## src/rtl/nios_nios2_gen2_0_cpu_oci_dct_packer.sv

```systemverilog
// Packs DCT trace entries into fixed-width frames and queues them in a small FIFO.
// A test_ending request flushes any partial frame, then waits for the FIFO to drain.
module nios_nios2_gen2_0_cpu_oci_dct_packer #(
    parameter int ENTRY_W    = 2,
    parameter int DEPTH      = 15,
    parameter int CNT_W      = 4,
    parameter int FIFO_DEPTH = 4
) (
    input  logic                       clk,
    input  logic                       reset_n,
    input  logic                       entry_valid,
    input  logic [ENTRY_W-1:0]         entry_data,
    input  logic                       test_ending,
    output logic                       frame_valid,
    input  logic                       frame_ready,
    output logic [ENTRY_W*DEPTH-1:0]   dct_buffer,
    output logic [CNT_W-1:0]           dct_count,
    output logic                       overflow,
    output logic                       test_has_ended
);

    localparam int FW = ENTRY_W * DEPTH;
    localparam int PW = $clog2(FIFO_DEPTH);

    typedef struct packed {
        logic [FW-1:0]    data;
        logic [CNT_W-1:0] cnt;
    } frame_t;

    typedef enum logic [1:0] {RUN, FLUSH, DRAIN, ENDED} state_t;

    state_t           state, state_nx;
    logic [FW-1:0]    acc, acc_nx;
    logic [CNT_W-1:0] acc_cnt, acc_cnt_nx;
    frame_t           mem [FIFO_DEPTH];
    frame_t           head, push_frame;
    logic [PW:0]      wptr, rptr;
    logic             empty, full, pop, space, push, drop;

    // Extra pointer bit separates full from empty.
    assign empty = (wptr == rptr);
    assign full  = (wptr[PW] != rptr[PW]) && (wptr[PW-1:0] == rptr[PW-1:0]);
    assign pop   = !empty && frame_ready;
    assign space = !full || pop;

    assign head           = mem[rptr[PW-1:0]];
    assign frame_valid    = !empty;
    assign dct_buffer     = empty ? '0 : head.data;
    assign dct_count      = empty ? '0 : head.cnt;
    assign test_has_ended = (state == ENDED);

    always_comb begin
        state_nx   = state;
        acc_nx     = acc;
        acc_cnt_nx = acc_cnt;
        push       = 1'b0;
        drop       = 1'b0;
        push_frame = '0;
        case (state)
            RUN: begin
                if (entry_valid) begin
                    acc_nx[int'(acc_cnt)*ENTRY_W +: ENTRY_W] = entry_data;
                    acc_cnt_nx = acc_cnt + 1'b1;
                    if (acc_cnt == CNT_W'(DEPTH-1)) begin
                        push_frame = '{data: acc_nx, cnt: CNT_W'(DEPTH)};
                        push       = space;
                        drop       = !space;
                        acc_nx     = '0;
                        acc_cnt_nx = '0;
                    end
                end
                if (test_ending) state_nx = FLUSH;
            end
            FLUSH: begin
                // Partial frame waits for room rather than being dropped.
                if (acc_cnt == '0) begin
                    state_nx = DRAIN;
                end else if (space) begin
                    push_frame = '{data: acc, cnt: acc_cnt};
                    push       = 1'b1;
                    acc_nx     = '0;
                    acc_cnt_nx = '0;
                    state_nx   = DRAIN;
                end
            end
            DRAIN: begin
                if (empty) state_nx = ENDED;
            end
            default: ;
        endcase
    end

    always_ff @(posedge clk or negedge reset_n) begin
        if (!reset_n) begin
            state    <= RUN;
            acc      <= '0;
            acc_cnt  <= '0;
            wptr     <= '0;
            rptr     <= '0;
            overflow <= 1'b0;
        end else begin
            state   <= state_nx;
            acc     <= acc_nx;
            acc_cnt <= acc_cnt_nx;
            if (push) wptr <= wptr + 1'b1;
            if (pop)  rptr <= rptr + 1'b1;
            if (drop) overflow <= 1'b1;
        end
    end

    // Storage needs no reset: outputs are masked while the FIFO is empty.
    always_ff @(posedge clk) begin
        if (push) mem[wptr[PW-1:0]] <= push_frame;
    end

endmodule

```

## config.mk

```make
export PLATFORM = sky130hd
export DESIGN_NAME = nios_nios2_gen2_0_cpu_oci_dct_packer
export DESIGN_NICKNAME = d
export VERILOG_FILES = /design/src/rtl/nios_nios2_gen2_0_cpu_oci_dct_packer.sv
export SDC_FILE = /design/constraint.sdc
export NUM_CORES = 1
export LEC_CHECK = 0
export BUFFER_PORTS_ARGS = -buffer_cell sky130_fd_sc_hd__buf_4
export CORE_UTILIZATION = 40
export DETAILED_ROUTE_END_ITERATION = 6
export GPL_ROUTABILITY_DRIVEN = 0
export MAX_ROUTING_LAYER = met4
export SLEW_MARGIN = 30
export SYNTH_ARGS = -nofsm -noshare
export SYNTH_HDL_FRONTEND = slang
export SYNTH_SLANG_ARGS = --single-unit
```

## constraint.sdc

```tcl
create_clock -name clk -period 3.6 [get_ports clk]
set_clock_uncertainty 0.15 [all_clocks]
set_input_delay 1.08 -clock clk [delete_from_list [all_inputs] [get_ports clk]]
set_output_delay 1.08 -clock clk [all_outputs]
set_load 0.02 [all_outputs]
```

## After elaboration in Yosys (flattened, before gate mapping)

Memories as Yosys holds them, arrays and structs flattened.
Cells that the tools add are included.

- ROM bits: 0
- Memory bits (writable): 136
- Memories: 1
- Bits in latches: 0
- Output and inout bits: 37
- Input bits: 7
- Register bits: 43

Memory list:

| name | depth | bits a word | rd ports | clocked after Yosys merged registers in | write ports | RTL line | text |
|---|---|---|---|---|---|---|---|
| mem | 4 | 34 | 1 | 0 | 1 | 35 | `frame_t mem [FIFO_DEPTH];` |

- Shift operators: 2
- Multiply operators: 0
- Div/mod/pow operators: 0
- Multiplexer cells: 33
- $add $sub $neg: 4
- Reduce and logical (&&, ||, !) cells: 12
- Bitwise gates (word level): 0
- $lt $le $gt $ge: 0
- Equal/unequal tests: 13

Operators by type and width:

| operator | count |
|---|---|
| $mux W30 | 5 |
| $mux W34 | 4 |
| $pmux W34 S2 | 1 |
| $pmux W30 S2 | 1 |
| $neg A5 Y33 | 1 |
| $shift A2 B33 Y30 const A | 1 |
| $shiftx A2 B33 Y30 | 1 |
| $bwmux W30 | 1 |
| $mux W4 | 5 |
| $ne A2 B2 Y1 const B | 5 |
| $mux W1 | 9 |
| $mux W2 | 4 |
| $pmux W4 S2 | 1 |
| $reduce_and A4 Y1 | 2 |
| $add A3 B1 Y3 const B | 2 |
| $pmux W2 S3 | 1 |
| $add A4 B1 Y4 const B | 1 |
| $eq A2 B2 Y1 const B | 2 |
| $eq A4 B4 Y1 const B | 1 |
| $logic_not A4 Y1 | 1 |
| $eq A3 B3 Y1 | 1 |
| $logic_not A1 Y1 | 3 |
| $ne A3 B3 Y1 const B | 1 |
| $reduce_bool A3 Y1 | 1 |
| 8 further kinds | 9 |

## Longest topological paths before layout

- Depth after elaboration: 9
- Depth in mapped cells: 10
- Mapped depth without buffers: 6

## Least setup slack after synthesis

Ideal clock, no wire load.

- Path kind: reg-to-reg
- Start: reg acc_cnt[0]
- End: mem mem[1][0] (netlist name), enable pin
- Path buffers: 2
- Cell stages (with the launch flop): 9
- Data arrival time: 2.717 ns
- Period minus slack after synthesis: 3.262 ns
- Path slack: 0.338 ns
- Data required time: 3.056 ns
- Cells stage by stage: dfrtp_1 clkbuf_1 inv_1 ha_1 buf_4 or3b_4 nand2_1 a21oi_1 and2_1

- Word-level cells in the longest chain between the ends: 6
- Elaborated cells between the ends (all ways): 8

Ends and longest elaborated chain:

| item | RTL line | text |
|---|---|---|
| start: declaration | 34 | `logic [CNT_W-1:0] acc_cnt, acc_cnt_nx;` |
| start signal: assignment | 104 | `acc_cnt <= acc_cnt_nx;` |
| $eq A4 B4 Y1 | 64 | `if (acc_cnt == CNT_W'(DEPTH-1)) begin` |
| $mux W1 | 64 |  |
| $mux W1 | 61 | `if (entry_valid) begin` |
| $pmux W1 S2 (*) | 59 | `case (state)` |
| $mux W1 (*) | 113 | `if (push) mem[wptr[PW-1:0]] <= push_frame;` |
| $mux W1 (implied by the code) (*) | 113 |  |
| end: declaration | 35 |  |

Mark *: on every way between the ends. The rest lies on a longest branch, timed or not.

## Final worst setup path

- Start: reg rptr[2]
- End: out dct_buffer[10]

- Word-level cells in the longest chain between the ends: 2

Ends and longest elaborated chain:

| item | RTL line | text |
|---|---|---|
| start: declaration | 37 | `logic [PW:0] wptr, rptr;` |
| start signal: assignment | 106 | `if (pop) rptr <= rptr + 1'b1;` |
| $eq A3 B3 Y1 | 41 | `assign empty = (wptr == rptr);` |
| $mux W30 | 48 | `assign dct_buffer = empty ? '0 : head.data;` |
| end: declaration | 16 | `output logic [ENTRY_W*DEPTH-1:0] dct_buffer,` |

Every way passes these cells.

==> qor.csv <==
stage,metric,value,unit
hold_path,holdCritStartpoint,wptr[2],
critical_path,r2r_cells,6,
sta,relSlewSlack,36.2,%
cells_and_area,fin_nets,681,
pwr,cellPowerDensity,830,nW/µm²
drt,dr_total_vias,5351,
synth,synth_cell_types,59,
cells_and_area,n_fill_cell,1797,
clock_tree,clk_pin_slew,0.07,ns
clock_tree,cts_hold_buf,0,
synth,synth_edf_count,136,
clock_tree,cts_setup_buffers,0,
drt,wl_per_cell,20.2,µm
global_route,grt_pass1_vias,5414,
synth,synthCells,605,
sta,fin_crit,3.41,ns
hold_path,min_to,wptr[2],
floorplanning,die-height,147,µm
critical_path,r2r_setup_slack,0.53,ns
sta,rsz0062_at_grt,no,
global_route,grt_usage,19.0,%
placement,numPortBuffers,43,
global_route,grt_pass1_wl,30100,µm
floorplanning,die_w,147,µm
floorplanning,num_rows,52,
critical_path,timing.rr.end,mem[3][28],
drt,drtIter0Drc,424,
clock_tree,root_buffer,clkbuf_16,
drt,routed_via_density,5.69,
pwr,power.total,8.09,mW
critical_path,end_kind,output port,
synth,ys_seq_area_share,61.3,%
flow_run,maxCapViolations,0,
pwr,leakagePower,3.26,nW
clock_tree,clkSinkCount,179,
pwr,vdd_drop_max,0.000383,V
synth,yosysWarnings,0,
clock_tree,h-tree-depth,4,
clock_tree,cts.repair.resized,0,
drt,ant_nets,0,
sta,worst_pin_slew,0.948,ns
floorplanning,io_pins,44,
cells_and_area,antennaDiodeCount,0,
sta,fmax,293,MHz
critical_path,worstReg2RegStart,acc_cnt[1],
drt,routed_wl,19000,µm
cells_and_area,area_growth,15.9,%
placement,dp_hpwl,12500,µm
global_route,grt_overflow_total,0,
synth,avgSynthCellArea,13.9,µm²
sta,finalSetupViolations,0,
synth,synthFlopType,edfxtp_1,
synth,syn_nets,629,
hold_path,min_path_cells,1,
sta,worst_hold_slack,0.338,ns
critical_path,critPathKind,flop to output port,
cells_and_area,ff_latch_area,5160,µm²
sta,timing.final.crit_share,94.7,%
cells_and_area,utilization,47.7,%
critical_path,worst_setup_path_start_kind,flop,
synth,async_flop_share,24.0,%
clock_tree,clockBufferDepth,2,
floorplanning,die_area,21600,µm²
sta,finalHoldViolations,0,
placement,dp.cells,908,
clock_tree,clock_latency,0.43,ns
cells_and_area,drive_gt1_share,22.5,%
global_route,grt_antenna_before_repair,0,
drt,drc,0,
status,status,finished clean,
synth,netlist_area,8420,µm²
cells_and_area,stdcell_count,940,
drt,dr.pass1.iters,7,
synth,synth_seq_cells,179,
critical_path,cp_max_fo,37,
clock_tree,cts_buffers,17,
cells_and_area,multi_input_area,2930,µm²
sta,tns,0,ns
floorplanning,start_util,41.2,%
hold_path,hp-class,flop to flop,
critical_path,required,2.37,ns
sta,slew_viol_final,0,
critical_path,worstPathArrival,2.18,ns
floorplanning,core_area,20400,µm²
clock_tree,cts_tree,built,
global_route,grt_max_degree,44,
[cell usage in the layout (no fill, tap or decap), types with 10 or more instances in the layout]
master,count
nor2b_1,37
ha_1,17
edfxtp_1,136
clkbuf_16,17
mux4_2,34
nor2_1,10
o21ai_0,16
inv_1,39
nand2_1,43
o22ai_1,10
buf_4,63
nand3_1,33
dfrtp_1,42
[state kept, by name, summed over array words and instances (netlist names)]
register	flops
acc	30
acc_cnt	4
mem	136
overflow	1
rptr	3
state	2
wptr	3
[cells by family after synthesis]
family,Yosys count,share of synthesized area [%]
xor+xnor,9,1.03
fa+ha+maj,17,2.53
buf+inv,74,3.91
mux,40,9.85
flops,179,61.3
compound gates,108,9.88
simple gates,178,11.5
[per-stage QoR]
stage	instance area, µm²	setup WS, ns
after floorplan	8420	0.338
after global placement	9150	0.672
after detailed placement	9150	0.517
after CTS	9750	0.151
after global routing	9750	0.0824
final	9750	0.191
[worst max-delay path by stage]
stage	start	end	slack (ns)
after floorplan	acc_cnt[0]	mem[1][0]	0.34
after global placement	entry_valid	mem[0][16]	0.67
after detailed placement	acc_cnt[1]	mem[0][13]	0.52
after CTS	rptr[2]	dct_count[1]	0.15
after global routing	rptr[2]	dct_count[1]	0.08
final	rptr[2]	dct_buffer[10]	0.19
[Yosys cell counts (all sizes together) (3+ instances only)]
cell type | n | area, µm²
a21o | 3 | 22.5
a21oi | 7 | 35.0
a221oi | 7 | 61.3
a22o | 6 | 52.6
a22oi | 9 | 111
and2 | 7 | 43.8
and3 | 3 | 18.8
buf | 20 | 126
clkbuf | 15 | 56.3
dfrtp | 43 | 1080
edfxtp | 136 | 4080
ha | 17 | 213
inv | 39 | 146
mux2 | 3 | 33.8
mux2i | 3 | 30.0
mux4 | 34 | 766
nand2 | 43 | 161
nand2b | 7 | 43.8
nand3 | 33 | 165
nand3b | 4 | 30.0
nor2 | 11 | 43.8
nor2b | 37 | 231
nor3 | 7 | 35.0
nor4 | 10 | 68.8
o211ai | 9 | 67.6
o21ai | 24 | 120
o221ai | 9 | 78.8
o22ai | 10 | 62.6
o2bb2ai | 6 | 52.6
o311ai | 4 | 35.0
o31ai | 4 | 30.0
or3 | 6 | 37.5
or4b | 3 | 30.0
xnor2 | 4 | 35.0
xor2 | 5 | 51.3
[power breakdown]
group / internal, mW / switching [mW]
clock network: 1.10 / 0.790
registers: 2.48 / 0.138
logic: 1.52 / 2.07
total: 5.10 / 2.99
[routing by layer]
layer	vias up	part of all wire (%)	GRT usage [%]	wire, µm
met5	-	0	-	0
met4	0	3.6	9.23	692
met3	39	4.8	2.67	904
met2	191	47	28.9	8990
met1	2707	44	25.3	8390
li1	2414	-	-	-
[area by class of cell]
class	instances	share of cell area, %
Clock buffer	18	4.40
Clock inverter	14	1.76
Inverter	39	1.50
Multi-Input combinational cell	352	30.1
Sequential cell	179	52.9
Tap cell	270	3.46
Timing Repair Buffer	68	5.88
[critical path: stages, from the launching register on]
cell     delay, ns
dfrtp_1       0.40
xnor2_1       0.45
nor3b_2       0.39
buf_12        0.24
nor2b_1       0.07
buf_4         0.16
Power figures use the tool's default switching activity.
